===== config.mk =====
export PLATFORM = sky130hd
export DESIGN_NAME = lbus_master_flat
export DESIGN_NICKNAME = d
export VERILOG_FILES = /design/src/rtl/lbus_master_if.sv /design/src/rtl/lbus_master.sv /design/src/flat_wrapper.sv
export SDC_FILE = /design/constraint.sdc
export NUM_CORES = 1
export LEC_CHECK = 0
export ABC_AREA = 1
export CORE_MARGIN = 5
export CORE_UTILIZATION = 45
export CTS_CLUSTER_DIAMETER = 120
export DETAILED_ROUTE_END_ITERATION = 12
export PLACE_DENSITY = 0.81
export SLEW_MARGIN = 25
export SYNTH_ARGS = -nofsm -noshare
export SYNTH_HDL_FRONTEND = slang
export SYNTH_SLANG_ARGS = --single-unit

===== constraint.sdc =====
create_clock -name clk -period 3 [get_ports clk]
set_input_delay 0.6 -clock clk [delete_from_list [all_inputs] [get_ports clk]]
set_output_delay 0.6 -clock clk [all_outputs]
set_load 0.1 [all_outputs]

===== src/rtl/lbus_master_if.sv =====
// Core-side request/response handshake and peripheral local-bus signals of lbus_master.
// The master modport is the initiator's view; slave is the core plus responder side.
interface lbus_master_if #(
  parameter int XLEN   = 32,
  parameter int AWIDTH = 8
);
  logic              req_valid;
  logic              req_ready;
  logic              req_write;
  logic [1:0]        req_size;
  logic              req_unsigned;
  logic [AWIDTH-1:0] req_addr;
  logic [XLEN-1:0]   req_wdata;

  logic              resp_valid;
  logic              resp_ready;
  logic [XLEN-1:0]   resp_rdata;
  logic              resp_err;

  logic              sel;
  logic [AWIDTH-1:0] addr;
  logic [2:0]        we;
  logic [XLEN-1:0]   wdata;
  logic [XLEN-1:0]   rdata;

  modport master (
    input  req_valid, req_write, req_size, req_unsigned, req_addr, req_wdata,
    input  resp_ready, rdata,
    output req_ready, resp_valid, resp_rdata, resp_err,
    output sel, addr, we, wdata
  );

  modport slave (
    output req_valid, req_write, req_size, req_unsigned, req_addr, req_wdata,
    output resp_ready, rdata,
    input  req_ready, resp_valid, resp_rdata, resp_err,
    input  sel, addr, we, wdata
  );
endinterface


===== src/rtl/lbus_master.sv =====
// Local-bus initiator: one load/store per request, registered bus cycle held RDLAT+1
// cycles, byte/half extraction with sign/zero extension on the returned word.
module lbus_master #(
  parameter int XLEN   = 32,
  parameter int AWIDTH = 8,
  parameter int RDLAT  = 0
) (
  input  logic         clk,
  input  logic         rst,
  lbus_master_if.master bus
);

  typedef enum logic [1:0] {
    IDLE,
    ACCESS,
    RESP
  } state_t;

  localparam logic [1:0] LAST_CNT = 2'(RDLAT);

  state_t     state, state_d;
  logic [1:0] cnt, cnt_d;
  logic       accept;
  logic       bad;
  logic       last;

  logic       l_write;
  logic       l_unsigned;
  logic [1:0] l_size;
  logic [1:0] l_lane;

  function automatic logic [XLEN-1:0] extract(
    input logic [XLEN-1:0] w,
    input logic [1:0]      size,
    input logic            uns,
    input logic [1:0]      lane
  );
    logic [7:0]  b;
    logic [15:0] h;
    b = w[{lane, 3'b000} +: 8];
    h = w[{lane[1], 4'b0000} +: 16];
    case (size)
      2'b00:   extract = uns ? {{(XLEN-8){1'b0}}, b} : {{(XLEN-8){b[7]}}, b};
      2'b01:   extract = uns ? {{(XLEN-16){1'b0}}, h} : {{(XLEN-16){h[15]}}, h};
      default: extract = w;
    endcase
  endfunction

  always_ff @(posedge clk or posedge rst) begin
    if (rst) begin
      state <= IDLE;
      cnt   <= '0;
    end else begin
      state <= state_d;
      cnt   <= cnt_d;
    end
  end

  always_comb begin
    state_d        = state;
    cnt_d          = cnt;
    bus.req_ready  = 1'b0;
    bus.resp_valid = 1'b0;
    bad = (bus.req_size == 2'b11) ||
          ((bus.req_size == 2'b01) && bus.req_addr[0]) ||
          ((bus.req_size == 2'b10) && (bus.req_addr[1:0] != 2'b00));
    accept = (state == IDLE) && bus.req_valid;
    last   = (state == ACCESS) && (cnt == LAST_CNT);
    case (state)
      IDLE: begin
        bus.req_ready = 1'b1;
        if (bus.req_valid) state_d = bad ? RESP : ACCESS;
      end
      ACCESS: begin
        if (cnt == LAST_CNT) begin
          state_d = RESP;
          cnt_d   = '0;
        end else begin
          cnt_d = cnt + 2'd1;
        end
      end
      RESP: begin
        bus.resp_valid = 1'b1;
        if (bus.resp_ready) state_d = IDLE;
      end
      default: state_d = IDLE;
    endcase
  end

  // Bus outputs are loaded at acceptance and cleared on the capture edge, so they
  // stay constant for the whole held access without re-deriving them from state.
  always_ff @(posedge clk or posedge rst) begin
    if (rst) begin
      l_write        <= 1'b0;
      l_unsigned     <= 1'b0;
      l_size         <= '0;
      l_lane         <= '0;
      bus.resp_rdata <= '0;
      bus.resp_err   <= 1'b0;
      bus.sel        <= 1'b0;
      bus.addr       <= '0;
      bus.we         <= '0;
      bus.wdata      <= '0;
    end else if (accept) begin
      l_write        <= bus.req_write;
      l_unsigned     <= bus.req_unsigned;
      l_size         <= bus.req_size;
      l_lane         <= bus.req_addr[1:0];
      bus.resp_rdata <= '0;
      bus.resp_err   <= bad;
      if (!bad) begin
        bus.sel   <= 1'b1;
        bus.addr  <= bus.req_addr;
        bus.we    <= {bus.req_write, bus.req_size};
        bus.wdata <= bus.req_wdata;
      end
    end else if (last) begin
      bus.sel   <= 1'b0;
      bus.addr  <= '0;
      bus.we    <= '0;
      bus.wdata <= '0;
      if (!l_write) bus.resp_rdata <= extract(bus.rdata, l_size, l_unsigned, l_lane);
    end
  end

endmodule


===== src/flat_wrapper.sv =====
// flat-port wrapper written by rule: the top's interface ports become plain ports
module lbus_master_flat 
#(
  parameter int XLEN   = 32,
  parameter int AWIDTH = 8,
  parameter int RDLAT  = 0
)
  (clk, rst, bus_req_valid, bus_req_write, bus_req_size, bus_req_unsigned, bus_req_addr, bus_req_wdata, bus_resp_ready, bus_rdata, bus_req_ready, bus_resp_valid, bus_resp_rdata, bus_resp_err, bus_sel, bus_addr, bus_we, bus_wdata);
  lbus_master_if #(.XLEN(XLEN), .AWIDTH(AWIDTH)) bus_i ();
  input  logic clk;
  input  logic rst;
  input wire logic [$bits(bus_i.req_valid)-1:0] bus_req_valid;
  input wire logic [$bits(bus_i.req_write)-1:0] bus_req_write;
  input wire logic [$bits(bus_i.req_size)-1:0] bus_req_size;
  input wire logic [$bits(bus_i.req_unsigned)-1:0] bus_req_unsigned;
  input wire logic [$bits(bus_i.req_addr)-1:0] bus_req_addr;
  input wire logic [$bits(bus_i.req_wdata)-1:0] bus_req_wdata;
  input wire logic [$bits(bus_i.resp_ready)-1:0] bus_resp_ready;
  input wire logic [$bits(bus_i.rdata)-1:0] bus_rdata;
  output wire logic [$bits(bus_i.req_ready)-1:0] bus_req_ready;
  output wire logic [$bits(bus_i.resp_valid)-1:0] bus_resp_valid;
  output wire logic [$bits(bus_i.resp_rdata)-1:0] bus_resp_rdata;
  output wire logic [$bits(bus_i.resp_err)-1:0] bus_resp_err;
  output wire logic [$bits(bus_i.sel)-1:0] bus_sel;
  output wire logic [$bits(bus_i.addr)-1:0] bus_addr;
  output wire logic [$bits(bus_i.we)-1:0] bus_we;
  output wire logic [$bits(bus_i.wdata)-1:0] bus_wdata;
  assign bus_i.req_valid = bus_req_valid;
  assign bus_i.req_write = bus_req_write;
  assign bus_i.req_size = bus_req_size;
  assign bus_i.req_unsigned = bus_req_unsigned;
  assign bus_i.req_addr = bus_req_addr;
  assign bus_i.req_wdata = bus_req_wdata;
  assign bus_i.resp_ready = bus_resp_ready;
  assign bus_i.rdata = bus_rdata;
  assign bus_req_ready = bus_i.req_ready;
  assign bus_resp_valid = bus_i.resp_valid;
  assign bus_resp_rdata = bus_i.resp_rdata;
  assign bus_resp_err = bus_i.resp_err;
  assign bus_sel = bus_i.sel;
  assign bus_addr = bus_i.addr;
  assign bus_we = bus_i.we;
  assign bus_wdata = bus_i.wdata;
  lbus_master #(.XLEN(XLEN), .AWIDTH(AWIDTH), .RDLAT(RDLAT)) u_core (.clk(clk), .rst(rst), .bus(bus_i));
endmodule

After elaboration in Yosys (flattened, before gate mapping)

Index checks and enable logic that the tools add are counted.

Register bits: 87
Output and inout port bits: 79

Reductions and logical operators: 14
Eq/ne operators: 11
Multiplexer cells: 26
Add/subtract/negate cells: 1
Shifts and indexed selects: 2

Operators by type and width:

| kind                                                                   | number |
|---|---|
| 32-bit two-way mux                                                     | 8 |
| 32-bit case mux with 2 select lines                                    | 1 |
| 32-bit by 6-bit variable part select with 16-bit output                | 1 |
| 32-bit by 6-bit variable part select with 8-bit output                 | 1 |
| 8-bit two-way mux                                                      | 3 |
| 2-bit two-way mux                                                      | 5 |
| 3-bit two-way mux                                                      | 3 |
| 2-bit != test (second input constant)                                  | 4 |
| 2-bit by 1-bit equality test with 1-bit output (second input constant) | 3 |
| 2-bit equality test (second input constant)                            | 3 |
| 2-bit zero test                                                        | 3 |
| 2-bit case mux with 3 select lines                                     | 1 |
| 1-bit two-way mux                                                      | 5 |
| 1-bit logical AND                                                      | 4 |
| 2-bit AND reduction                                                    | 2 |
| 2-bit nonzero test                                                     | 2 |
| 3-bit AND reduction                                                    | 1 |
| 2-bit by 1-bit adder with 2-bit output (second input constant)         | 1 |
| 1-bit logical OR                                                       | 2 |
| 2-bit by 1-bit != test with 1-bit output (second input constant)       | 1 |

Logic depth before layout (Yosys ltp)

Word-level depth: 7
Mapped depth: 11
Depth with buffers taken out: 9

Worst setup path before layout

OpenSTA, ideal clock, no wires.

Path kind: reg2out
Start point: register u_core.state[0]
End point: output port bus_resp_valid
Arrival time: 1.681 ns
Slack: 0.719 ns
Stages on the path, launching flop included: 2
Buffers on the path: 0
Required time: 2.400 ns
Path through: dfrtp_1 -> nor2_1

Cells in the longest elaborated chain, start to end: 2

RTL lines:

| item                   | line               | RTL |
|---|---|---|
| from (decl)            | lbus_master.sv:21  | `state_t state, state_d;` |
| from (signal assigned) | lbus_master.sv:54  | `state <= state_d;` |
| 2-bit equality test    | lbus_master.sv:69  | `case (state)` |
| 1-bit two-way mux      | lbus_master.sv:69  |  |
| to (decl)              | flat_wrapper.sv:21 | `output wire logic [$bits(bus_i.resp_valid)-1:0] bus_resp_valid;` |

Every way passes these cells.

Worst setup path in the final report

Start point: register u_core.l_size[1]
End point: register u_core.bus.resp_rdata[29]

Cells in the longest elaborated chain, start to end: 5
Elaborated cells on any way between the ends: 6

RTL lines:

| item                                                                                     | line                 | RTL |
|---|---|---|
| from (decl)                                                                              | lbus_master.sv:29    | `logic [1:0] l_size;` |
| from (signal assigned)                                                                   | lbus_master.sv:107   | `l_size <= bus.req_size;` |
| 2-bit by 1-bit equality test with 1-bit output / 2-bit zero test (equally long branches) | lbus_master.sv:42    | `case (size)` |
| 32-bit case mux with 2 select lines *                                                    | lbus_master.sv:42    |  |
| 32-bit two-way mux *                                                                     | lbus_master.sv:122   | `if (!l_write) bus.resp_rdata <= extract(bus.rdata, l_size, l_unsigned, l_lane);` |
| 32-bit two-way mux *                                                                     | lbus_master.sv:117   | `end else if (last) begin` |
| 32-bit two-way mux *                                                                     | lbus_master.sv:104   | `end else if (accept) begin` |
| to (signal assigned)                                                                     | lbus_master.sv:122   |  |
| to (decl)                                                                                | lbus_master_if.sv:29 | `output req_ready, resp_valid, resp_rdata, resp_err,` |

Mark *: on every way between the ends. The rest lies on a longest branch, timed or not. The select of a mux whose other input is x is not followed.
A chain may end at the register's enable or synchronous reset.

==> results.json <==
{
  "finalNetCount": 767,
  "drv_slew": 0,
  "synth_adder_area_share": 0.005881,
  "fin_crit_ns": 2.219,
  "ys_seq_area_frac": 0.5116,
  "io_buffers": 158,
  "post-place-ws_ns": 0.6105,
  "grt_pass1_wl_mm": 19.89,
  "hp-start": "u_core.bus.resp_rdata[17]",
  "path_clk_slew_ns": 0.10,
  "crit_type": "reg -> reg",
  "ys_ff_latch": 87,
  "tritoncts": "built",
  "num_antenna_cells": 0,
  "vias": 4139,
  "hpwlAfterDp_mm": 9.011,
  "antenna_found_initial": 0,
  "root_buffer": "clkbuf_8",
  "setup_ws_ns": 0.7805,
  "grt_remaining_overflow": 0,
  "startpoint": "u_core.l_size[1]",
  "totalWireLength_mm": 12.51,
  "die_h_um": 107.2,
  "cts_made_buffers": 9,
  "rsz0062_at_grt": "no",
  "grt_max_degree": 47,
  "finalSetupTns_ns": 0,
  "synthCells": 538,
  "dieWidth_um": 107.2,
  "dr.first_iter.drc_count": 226,
  "routabilityCongestion": 0.8973,
  "hold_class": "reg -> reg",
  "reg2reg_from": "u_core.l_size[1]",
  "ant_nets": 0,
  "wl_per_cell_um": 15.28,
  "fin_crit_sh": 0.7398,
  "setup_viol": 0,
  "cp.required_ns": 3.26,
  "fmax_mhz": 450.6,
  "syn_area_per_cell_um2": 7.910,
  "critPathArrivalTime_ns": 2.47,
  "finalNonFillerCells": 819,
  "io_pins": 159,
  "design.die.area_um2": 11500,
  "hold_viol": 0,
  "path_max_fanout": 25,
  "status": "finished, final reports clean",
  "synth_top_family_by_area": "simple AND/OR/NAND/NOR gates",
  "core_um2": 9240,
  "synthToLayoutAreaGrowth_pct": 40.25,
  "first_global_vias": 3959,
  "skew_ns": 0.009314,
  "clock_latency_ns": 0.36,
  "yosysWarnings": 0,
  "synth_nets": 620,
  "synth_xor_xnor_area_share": 0,
  "max-cap-violations": 0,
  "yosys.area_share.simple": 0.3470,
  "tightest_slew_ns": 0.8406,
  "clockBufferDepth": 2,
  "muxShareOfSynthArea": 0,
  "first_pass_iters": 4,
  "post_cts_resized": 0,
  "clkSinkCount": 87,
  "cts_setup_buffers": 0,
  "drcViolationCount": 0,
  "hold_buffers": 0,
  "dp.cells": 803,
  "track_usage": 0.2164,
  "initial_core_util": 0.4605,
  "synth_area_um2": 4255,
  "htreeDepth": 3,
  "synth-compound-area-share": 0.06233,
  "slew_headroom": 0.4396,
  "crit_path_start_kind": "flip-flop",
  "end_kind": "flip-flop",
  "synth_cell_types": 31,
  "placementRows": 35,
  "vias_per_cell": 5.054,
  "drive_gt1_frac": 0.1899
}
## cells by family after synthesis
kind of cell,after synthesis
AOI/OAI and AO/OA,51
buffers and inverters,65
adders and majority gates,2
DFF,87
and+or+nand+nor,333
## layer usage
| layer | vias to the layer above | track usage | part of all wire | routed length (um) |
|---|---|---|---|---|
| met2 | 203 | 0.3365 | 0.46 | 5739 |
| li1 | 1995 | - | - | - |
| met5 | - | 0 | 0 | 0 |
| met4 | 0 | 0.06667 | 0.014 | 176 |
| met3 | 14 | 0.06743 | 0.10 | 1308 |
| met1 | 1927 | 0.2894 | 0.42 | 5287 |
## sequential cells by signal (all words and copies together), names as in the netlist
signal,cells
u_core.l_write,1
u_core.l_size,2
u_core.bus.we,3
u_core.l_unsigned,1
u_core.bus.resp_err,1
u_core.bus.sel,1
u_core.bus.resp_rdata,32
u_core.state,2
u_core.l_lane,2
u_core.cnt,2
u_core.bus.addr,8
u_core.bus.wdata,32
## through the flow
step                hold WS [ns]  utilization  area [um2]
CTS                       0.4935       0.6459        5968
global route              0.5087       0.6459        5968
detailed placement        0.4691       0.6169        5700
global placement          0.4645       0.6169        5700
finish                    0.4875       0.6459        5968
floorplan                 0.4995            -        4255
## cell usage in the layout (no fill, tap or decap), drive strengths merged
cell type / instances
clkdlybuf4s50: 79
nand2: 246
inv: 35
o21ai: 40
clkbuf: 10
or2: 2
nand3: 75
clkinv: 3
buf: 86
bufinv: 4
nor2: 9
ha: 2
dfrtp: 87
a21o: 1
a21oi: 10
nor3: 1
## worst max-delay path, stage by stage (launching register included)
cell and delay, ns:
dfrtp_1 0.90, clkinv_4 0.35, nand2_8 0.21, nor2_8 0.06
nand2_2 0.07, nand2_2 0.07, nand2_4 0.14, nand2_8 0.13
nand3_1 0.11, nand2_1 0.06
## synthesized netlist by cell type
cell type    n  area [um2]
inv_2        4       15.01
buf_4        3       22.52
o21ai_0     33       165.2
nand2_4      1       11.26
buf_6        3       33.78
clkbuf_2     2       10.01
o21ai_1      5       25.02
or2_1        1       6.260
nand2_1    239       897.1
or2_2        1       6.260
nor3_1       1       5.000
clkinv_4     1       8.760
o21ai_2      2       17.52
a21o_1       1       7.510
buf_12       1       20.02
buf_1        4       15.01
ha_1         2       25.02
nor2_1       6       22.52
dfrtp_1     87        2177
inv_1       30       112.6
nand3_2     10       100.1
nand2_2      4       25.02
clkbuf_1     8       30.03
nor2_2       1       6.260
nand3_1     65       325.3
buf_2        8       40.04
nand2_8      2       40.04
a21oi_1     10       50.05
nor2_4       1       11.26
clkinv_1     1       3.750
nor2_8       1       20.02
## final timing paths
path                                             end  slack, ns  cells past startpoint
max in group asynchronous       u_core.bus.wdata[15]       1.68                      3
min in group asynchronous  u_core.bus.resp_rdata[25]       0.66                      2
max reg2reg                u_core.bus.resp_rdata[29]       0.78                      9
min                        u_core.bus.resp_rdata[17]       0.49                      2
min reg2reg                u_core.bus.resp_rdata[17]       0.49                      2
max                        u_core.bus.resp_rdata[29]       0.78                      9
## final cells by class
class | instances | area, um2
inverter | 36 | 141.4
timing repair buffer | 165 | 1449
multi-input combinational | 386 | 1772
sequential | 87 | 2177
fill | 779 | 3272
clock inverter | 6 | 140.1
tap | 129 | 161.4
clock buffer | 10 | 127.6
Power is not shown: default switching activity piles up to over one toggle a cycle in this logic, so the estimate is an artifact.
